$ cat config.mk
export PLATFORM = sky130hd
export DESIGN_NAME = ex_redirect
export DESIGN_NICKNAME = d
export VERILOG_FILES = /design/src/rtl/ex_redirect.sv
export SDC_FILE = /design/constraint.sdc
export NUM_CORES = 1
export LEC_CHECK = 0
export ABC_AREA = 1
export ABC_CLOCK_PERIOD_IN_PS = 2700
export CORE_UTILIZATION = 51
export DETAILED_ROUTE_END_ITERATION = 12
export PLACE_DENSITY = 0.81
export SLEW_MARGIN = 25
export SYNTH_ARGS = -nofsm -noshare
export SYNTH_HDL_FRONTEND = slang
export SYNTH_SLANG_ARGS = --single-unit
$ cat constraint.sdc
create_clock -name clk -period 2.7 [get_ports clk]
set_input_delay 0.27 -clock clk [delete_from_list [all_inputs] [get_ports clk]]
set_output_delay 0.27 -clock clk [all_outputs]
set_load 0.05 [all_outputs]
$ cat src/rtl/ex_redirect.sv
`default_nettype none
// ============================================================================
//  Module   : ex_redirect
//  Purpose  : EX-stage control-transfer resolver and front-end redirect
//             controller. Resolves B / JAL / JALR held in ID/EX, compares the
//             real next PC with the predicted one, raises a flush plus a held
//             redirect toward IF on a mispredict, pulses a predictor update
//             and keeps saturating resolved / mispredict counters.
//  Ports    : clk, rst (async, active-low)
//             ex_t/ex_st/ex_n1/ex_n2/ex_nn/ex_pc/ex_ppc : decoded EX fields
//             stl_mm : memory stall, freezes the block
//             rd_ack : IF accepted rd_pc
//             next_invalid, rd_pce, rd_pc : flush + redirect outputs
//             bp_we, bp_pc, bp_tkn, bp_tgt : predictor update
//             br_cnt, mis_cnt : saturating statistics
//  Revision : 1.0 - initial release
// ============================================================================
module ex_redirect #(
  parameter int CNT_W = 16
) (
  input  logic             clk,
  input  logic             rst,
  input  logic [6:0]       ex_t,
  input  logic [2:0]       ex_st,
  input  logic [31:0]      ex_n1,
  input  logic [31:0]      ex_n2,
  input  logic [31:0]      ex_nn,
  input  logic [31:0]      ex_pc,
  input  logic [31:0]      ex_ppc,
  input  logic             stl_mm,
  input  logic             rd_ack,
  output logic             next_invalid,
  output logic             rd_pce,
  output logic [31:0]      rd_pc,
  output logic             bp_we,
  output logic [31:0]      bp_pc,
  output logic             bp_tkn,
  output logic [31:0]      bp_tgt,
  output logic [CNT_W-1:0] br_cnt,
  output logic [CNT_W-1:0] mis_cnt
);

  localparam logic [6:0] c_OP_B    = 7'h63;
  localparam logic [6:0] c_OP_JAL  = 7'h6F;
  localparam logic [6:0] c_OP_JALR = 7'h67;

  typedef enum logic [0:0] {
    IDLE  = 1'b0,
    REDIR = 1'b1
  } state_t;

  state_t state_q, state_d;

  logic             next_invalid_q, next_invalid_d;
  logic             rd_pce_q, rd_pce_d;
  logic [31:0]      rd_pc_q, rd_pc_d;
  logic             bp_we_q, bp_we_d;
  logic [31:0]      bp_pc_q, bp_pc_d;
  logic             bp_tkn_q, bp_tkn_d;
  logic [31:0]      bp_tgt_q, bp_tgt_d;
  logic [CNT_W-1:0] br_cnt_q, br_cnt_d;
  logic [CNT_W-1:0] mis_cnt_q, mis_cnt_d;

  // ---------------------------------------------------------------- resolve
  logic        w_is_b, w_is_jal, w_is_jalr, w_br_ok, w_is_ctl;
  logic        w_cond, w_taken, w_mis;
  logic [31:0] w_sum_pc, w_sum_rs, w_tgt, w_actual;

  always_comb begin
    w_is_b    = (ex_t == c_OP_B);
    w_is_jal  = (ex_t == c_OP_JAL);
    w_is_jalr = (ex_t == c_OP_JALR);
    // funct3 010/011 are not defined branches
    w_br_ok   = w_is_b && (ex_st[2:1] != 2'b01);
    w_is_ctl  = w_br_ok || w_is_jal || w_is_jalr;

    w_cond = 1'b0;
    case (ex_st)
      3'b000:  w_cond = (ex_n1 == ex_n2);
      3'b001:  w_cond = (ex_n1 != ex_n2);
      3'b100:  w_cond = ($signed(ex_n1) <  $signed(ex_n2));
      3'b101:  w_cond = ($signed(ex_n1) >= $signed(ex_n2));
      3'b110:  w_cond = (ex_n1 <  ex_n2);
      3'b111:  w_cond = (ex_n1 >= ex_n2);
      default: w_cond = 1'b0;
    endcase

    w_taken  = w_is_jal || w_is_jalr || (w_br_ok && w_cond);
    w_sum_pc = ex_pc + ex_nn;
    w_sum_rs = ex_n1 + ex_nn;
    // JALR clears bit 0 of the computed address
    w_tgt    = w_is_jalr ? {w_sum_rs[31:1], 1'b0} : w_sum_pc;
    w_actual = w_taken ? w_tgt : (ex_pc + 32'd4);
    w_mis    = w_is_ctl && (w_actual != ex_ppc);
  end

  // ------------------------------------------------------- next-state logic
  always_comb begin
    state_d        = state_q;
    next_invalid_d = next_invalid_q;
    rd_pce_d       = rd_pce_q;
    rd_pc_d        = rd_pc_q;
    bp_we_d        = 1'b0;
    bp_pc_d        = bp_pc_q;
    bp_tkn_d       = bp_tkn_q;
    bp_tgt_d       = bp_tgt_q;
    br_cnt_d       = br_cnt_q;
    mis_cnt_d      = mis_cnt_q;

    // A stall freezes everything; the update strobe is simply not raised.
    if (!stl_mm) begin
      case (state_q)
        IDLE: begin
          if (w_is_ctl) begin
            bp_we_d  = 1'b1;
            bp_pc_d  = ex_pc;
            bp_tkn_d = w_taken;
            bp_tgt_d = w_tgt;
            if (br_cnt_q != {CNT_W{1'b1}}) br_cnt_d = br_cnt_q + 1'b1;
            if (w_mis) begin
              rd_pc_d        = w_actual;
              rd_pce_d       = 1'b1;
              next_invalid_d = 1'b1;
              if (mis_cnt_q != {CNT_W{1'b1}}) mis_cnt_d = mis_cnt_q + 1'b1;
              state_d        = REDIR;
            end
          end
        end
        REDIR: begin
          // EX holds wrong-path work here; only the ack matters.
          if (rd_ack) begin
            rd_pce_d       = 1'b0;
            next_invalid_d = 1'b0;
            state_d        = IDLE;
          end
        end
        default: state_d = IDLE;
      endcase
    end
  end

  // -------------------------------------------------------------- registers
  always_ff @(posedge clk or negedge rst) begin
    if (!rst) begin
      state_q        <= IDLE;
      next_invalid_q <= 1'b0;
      rd_pce_q       <= 1'b0;
      rd_pc_q        <= 32'd0;
      bp_we_q        <= 1'b0;
      bp_pc_q        <= 32'd0;
      bp_tkn_q       <= 1'b0;
      bp_tgt_q       <= 32'd0;
      br_cnt_q       <= '0;
      mis_cnt_q      <= '0;
    end else begin
      state_q        <= state_d;
      next_invalid_q <= next_invalid_d;
      rd_pce_q       <= rd_pce_d;
      rd_pc_q        <= rd_pc_d;
      bp_we_q        <= bp_we_d;
      bp_pc_q        <= bp_pc_d;
      bp_tkn_q       <= bp_tkn_d;
      bp_tgt_q       <= bp_tgt_d;
      br_cnt_q       <= br_cnt_d;
      mis_cnt_q      <= mis_cnt_d;
    end
  end

  assign next_invalid = next_invalid_q;
  assign rd_pce       = rd_pce_q;
  assign rd_pc        = rd_pc_q;
  assign bp_we        = bp_we_q;
  assign bp_pc        = bp_pc_q;
  assign bp_tkn       = bp_tkn_q;
  assign bp_tgt       = bp_tgt_q;
  assign br_cnt       = br_cnt_q;
  assign mis_cnt      = mis_cnt_q;

endmodule
`default_nettype wire

==> results of run 1 <==
-- synth_stat cells (8+ instances only) --
master and number:
ha_1 96, xor2_1 59, nand3_1 151, a21o_1 8
nand2_1 588, clkbuf_1 27, inv_1 227, nand4_1 36
a21oi_1 107, o21ai_0 132, xnor2_1 14, o21ai_1 15
nand3b_1 20, nor4_1 9, dfrtp_1 132, nor3_1 35
nor2_1 121, o21bai_1 11
-- routing by layer --
layer | global-route usage (%) | overflow
met1 | 81.4 | 4
met4 | 86.6 | 100
met2 | 98.8 | 165
met3 | 70.0 | 3
met5 | 45.8 | 2
-- what timing repair did --
action,4_1_cts
gates resized for setup,551
endpoints found under the hold margin,58
setup buffers,66
gates cloned,7
endpoints found under the setup margin,55
hold buffers,1
pin swaps,122
-- stage by stage --
step                      hold slack, ns  instances  cell area (µm²)  utilization, %  setup TNS [ns]
after floorplan                  -0.0256       1857            12200               -          -16.80
after global placement             0.271       2820            18400            80.4          -81.68
after detailed placement           0.270       2820            18400            80.4          -95.15
after CTS                          0.322       2924            21100            92.3          -29.37
-- kinds of logic after synthesis --
| family | Yosys count |
|---|---|
| xor+xnor | 73 |
| simple gates | 985 |
| compound gates | 294 |
| fa+ha+maj | 98 |
| buf+inv | 273 |
| mux | 2 |
| flops | 132 |
==> metrics.md, run 1 <==
| Metric | Value |
|---|---|
| Post-synthesis xor/xnor area fraction | `under 10%` |
| Largest net degree at the start of global routing | `between 60 and 70` |
| Max clock buf depth | `2` |
| Initial core utilization | `between 50% and 60%` |
| First-pass GRT wire length | `about 150 mm` |
| Most used DFF post-synth | `dfrtp_1` |
| Status | `did not finish` |
| Place WS | `-1.78 ns` |
| Die Wd | `approximately 160 µm` |
| Count of input and output buffers | `just over 300` |
| Syn Nets | `around 2.1k` |
| Area fraction in compound gates after synthesis | `around 13%` |
| Number of synthesis warnings | `0` |
| Synth Area in Simple Gates | `between 30% and 40%` |
| Clk sinks | `roughly 130` |
| IO Count | `around 310` |
| Post-synth EDFFs | `0` |
| Congestion Overflow GR | `roughly 270` |
| Die Height | `around 160 µm` |
| Synth top area cells | `dfrtp_1, nand2_1, ha_1, inv_1, nand3_1` |
| Area leader, netlist | `dfrtp_1` |
| Mean Syn Cell Area | `6.51 µm²` |
| Unique cell type count in the Yosys netlist | `46` |
| Fraction of the mapped netlist area in adder cells | `a little over 10%` |
| Row cnt | `55` |
| Placer Congestion | `just under 1` |
| Clock Root Buffer | `clkbuf_16` |
| Vias in the first global route | `~23k` |
| Post-synthesis sequential area ratio | `between 20% and 30%` |
| Multiplexer share of the synthesized area | `less than 1%` |
| Top cell type's share of synthesized area | `27.3%` |
| GRT Util Overall | `a little over four fifths` |
| Failing step | `5_1_grt` |
| Syn Inst Count | `approximately 1.9k` |
| Synth Register Bits | `between 100 and 150` |
| CTS buffer count | `17` |
| Area of the mapped netlist | `approximately 12,000 µm²` |
| Largest family of logic cells by synthesized area | `simple AND/OR/NAND/NOR gates` |
| H-Tree Depth | `4` |
| First Error | `[ERROR GRT-0116] Global routing finished with congestion. Check the congestion regions in the DRC Viewer.` |
| Dpl hpwl | `43.7 mm` |
| Asr flop ratio synth | `100%` |
==> inputs of run 2 (changes only) <==
--- a/config.mk
+++ b/config.mk
@@ -7,9 +7,9 @@
 export LEC_CHECK = 0
 export ABC_AREA = 1
 export ABC_CLOCK_PERIOD_IN_PS = 2700
-export CORE_UTILIZATION = 51
+export CORE_UTILIZATION = 40
 export DETAILED_ROUTE_END_ITERATION = 12
-export PLACE_DENSITY = 0.81
+export PLACE_DENSITY_LB_ADDON = 0.15
 export SLEW_MARGIN = 25
 export SYNTH_ARGS = -nofsm -noshare
 export SYNTH_HDL_FRONTEND = slang
==> run 2 against run 1 <==
The flow now finishes, with violations (setup timing). Area after synthesis is the same. Synthesized cell count is the same.
==> metrics.md, run 2 <==
| Metric | Value |
|---|---|
| Worst relative slew slack | `between 60 and 70%` |
| Worst-Margin Slew | `roughly 0.59 ns` |
| Worst hold path endpoint | `bp_pc[3]` |
| Power Total | `~0.01 W` |
| Row cnt | `63 (+15%)` |
| Area of the mapped netlist | `12,100 µm² (unchanged)` |
| Post-synthesis sequential area ratio | `27.3% (unchanged)` |
| Most numerous cell on the critical path | `buf_4` |
| Most frequent cells in the layout | `nand2_1, buf_4, inv_1, clkdlybuf4s50_1, dfrtp_1` |
| CP peak stage delay | `~0.27 ns` |
| Worst-path clk slew | `0.06 ns` |
| Peak supply drop | `0.441 mV` |
| Multiplexer share of the synthesized area | `0.176% (unchanged)` |
| Syn Nets | `2,129 (unchanged)` |
| Dpl hpwl | `39.8 mm (-8.8%)` |
| Failing checks | `setup timing` |
| Top cell types by occurrence after synthesis | `nand2_1, inv_1, nand3_1` |
| Slowest-stage cell, CP | `ha_4` |
| Seq pwr share | `25.4%` |
| Post-synth EDFFs | `0 (unchanged)` |
| Switching share of power | `approximately two fifths` |
| Congestion Overflow GR | `0` |
| RSZ-0062 raised after global routing | `true` |
| Final non-filler cell total | `approximately 3k` |
| Initial core utilization | `40.8% (-12 points)` |
| Mean Syn Cell Area | `6.51 µm² (unchanged)` |
| Crit path capture type | `register` |
| Vias | `between 15k and 20k` |
| Synth Area in Simple Gates | `34.9% (unchanged)` |
| Synth Register Bits | `132 (unchanged)` |
| Top cell type's share of synthesized area | `27.3% (unchanged)` |
| Unique cell type count in the Yosys netlist | `46 (unchanged)` |
| Critical Path RT | `~3.0 ns` |
| Fin nets | `roughly 2.9k` |
| Crit-path max FO | `27` |
| Clock Root Buffer | `clkbuf_16` |
| Residual DRC | `0` |
| Flop2flop setup slack | `roughly 0.35 ns` |
| Vias in the first global route | `roughly 16k` |
| Status | `complete, but fails checks` |
| Max clock buf depth | `2 (unchanged)` |
| Tcrit/Tclk final | `119%` |
| Hold Vio Cnt, Final | `0` |
| Final min period | `3.21 ns` |
| First-pass GRT wire length | `between 80 and 90 mm` |
| Initial antenna violation count | `4` |
| Slew Viols, Final | `0` |
| Clock power share | `between 20% and 30%` |
| MaxCap Viol Count | `0` |
| Post-synthesis xor/xnor area fraction | `5.29% (unchanged)` |
| Setup Viol. Count Final | `50` |
| Fillcell total | `approximately 2.3k` |
| Worst r2r dst | `mis_cnt[5]` |
| Int Pwr | `between 0.005 and 0.006 W` |
| Largest family of logic cells by synthesized area | `simple AND/OR/NAND/NOR gates` |
| Placer Congestion | `0.999 (+2.0%)` |
| Nature of the critical path startpoint | `input pin` |
| Core area | `approximately 30,000 µm²` |
| Most common cell in the netlist | `nand2_1` |
| Antenna-violating nets left | `0` |
| Most used DFF post-synth | `dfrtp_1` |
| Die Area | `a little over 30,000 µm²` |
| Fraction of layout cells with a size suffix above 1 | `between 30% and 40%` |
| H-Tree Depth | `4 (unchanged)` |
| Leak Pwr | `around 11 nW` |
| Reg2reg start | `mis_cnt[0]` |
| Count of input and output buffers | `305 (unchanged)` |
| Fraction of the mapped netlist area in adder cells | `10.3% (unchanged)` |
| CTS buffer count | `17 (unchanged)` |
| CTS tree | `yes` |
| WL/cell | `between 15 and 20 µm` |
| Die Wd | `176 µm (+13%)` |
| Post-route cell area | `about 22,000 µm²` |
| Psw | `~0.0040 W` |
| Fin Hold WS | `approximately 0.23 ns` |
| Syn Inst Count | `1,857 (unchanged)` |
| Area Overhead vs Synth | `81.5%` |
| Place WS | `-1.56 ns (+0.212 ns)` |
| Pre-antenna DRT Iters | `5` |
| Placed Area | `18,500 µm² (+0.13%)` |
| FMAX | `approximately 310 MHz` |
| Area fraction in compound gates after synthesis | `13.0% (unchanged)` |
| Vias/cell | `5.26` |
| WHS Path Cells | `3` |
| Crit path kind | `input pin to register` |
| Clk sinks | `132 (unchanged)` |
| Worst min path class | `input pin to register` |
| Total Wirelength | `around 53 mm` |
| Fin Clk Skew | `slightly below 0.009 ns` |
| Combinational share of power | `50.0%` |
| Clk_lat worst skew | `about 0.43 ns` |
| Largest net degree at the start of global routing | `114` |
| Die Height | `176 µm (+13%)` |
| Setup WS post-layout | `-0.514 ns` |
| GRT Util Overall | `between 30% and 40%` |
| Number of synthesis warnings | `0 (unchanged)` |
| IO Count | `306 (unchanged)` |
| Crit path DAT | `3.52 ns` |
| Area leader, netlist | `dfrtp_1` |
| Cells after DPL | `2,884 (+2.3%)` |
| Commonest non-fill, non-tap cell in the layout | `nand2_1` |
| Hold Path Origin | `ex_pc[3]` |
| R2R depth | `9` |
| Initial DRC count | `between 1k and 1.5k` |
| Asr flop ratio synth | `100% (unchanged)` |
| Cell Pwr Density | `roughly 450 nW/µm²` |
| Synth top area cells | `dfrtp_1, nand2_1, ha_1, inv_1, nand3_1` |
[run 2: power by group through the flow]
stage               Combinational (W)  Clock [W]  Sequential, W
floorplan                     0.00124          0        0.00343
global placement              0.00416          0        0.00249
detailed placement            0.00421          0        0.00250
CTS                           0.00462    0.00241        0.00247
global route                  0.00522    0.00250        0.00251
finish                        0.00489    0.00241        0.00248
[run 2: cells by family (layout without fill, tap and decap cells)]
| family | count (synthesis) | in the layout |
|---|---|---|
| xor+xnor | 73 | 73 |
| buf+inv | 273 | 1023 |
| fa+ha+maj | 98 | 98 |
| flops | 132 | 132 |
| mux | 2 | 2 |
| simple gates | 985 | 985 |
| compound gates | 294 | 294 |
| other cells | 0 | 4 |
[run 2: timing repair]
| item | in CTS | in global routing |
|---|---|---|
| hold endpoints to repair | 30 | 0 |
| hold buffers | 1 | 0 |
| gates resized for setup | 587 | 228 |
| buffers inserted | 59 | 14 |
| cloned | 7 | 5 |
| pin swaps | 120 | 108 |
| endpoints found under the setup margin | 52 | 53 |
[run 2: worst max path at each step]
stage | startpoint | end | slack [ns]
global placement | ex_n2[31] | rd_pc[0] | -1.50
finish | ex_n2[31] | rd_pc[9] | -0.51
global route | ex_nn[2] | mis_cnt[3] | -0.72
detailed placement | ex_n2[31] | rd_pc[2] | -1.56
CTS | ex_n2[31] | mis_cnt[13] | -0.44
floorplan | ex_n2[31] | rd_pc[12] | -0.39
[run 2: worst max-delay path: cells and delay by family]
| family | cells | cell delay (ns) |
|---|---|---|
| fa+ha+maj | 1 | 0.27 |
| buf+inv | 13 | 1.59 |
| simple gates | 15 | 1.35 |
[run 2: cell type report]
cell class	count	area [µm²]	area share [%]
flip-flops and latches	132	3300	15.1
diodes	4	10.0	0.0457
multi-input cells	1452	9940	45.3
clock inverters	14	178	0.810
repair buffers	762	6690	30.5
clock buffers	18	429	1.96
well taps	390	488	2.23
inverters	229	886	4.04
[run 2: routing by layer]
metal / global-route usage (%) / up-vias / part of all wire (%)
met5: 0 / - / 0
met4: 15.4 / 0 / 4.3
met3: 3.72 / 127 / 4.8
met2: 60.4 / 596 / 50
met1: 40.4 / 7493 / 41
li1: - / 7581 / -
[run 2: through the flow]
stage / setup TNS (ns) / utilization, %
global route: -34.10 / 74.0
global placement: -79.51 / 62.3
CTS: -20.51 / 71.4
floorplan: -16.80 / -
detailed placement: -82.36 / 62.3
finish: -23.12 / 74.0
No activity file was read; power rests on OpenSTA's default activity.
==> inputs of run 3 (changes only) <==
--- a/config.mk
+++ b/config.mk
@@ -10,7 +10,6 @@
 export CORE_UTILIZATION = 40
 export DETAILED_ROUTE_END_ITERATION = 12
 export PLACE_DENSITY_LB_ADDON = 0.15
-export SLEW_MARGIN = 25
 export SYNTH_ARGS = -nofsm -noshare
 export SYNTH_HDL_FRONTEND = slang
 export SYNTH_SLANG_ARGS = --single-unit
==> results of run 3 <==
Final layout, timing and power as in run 2 (identical DEF).
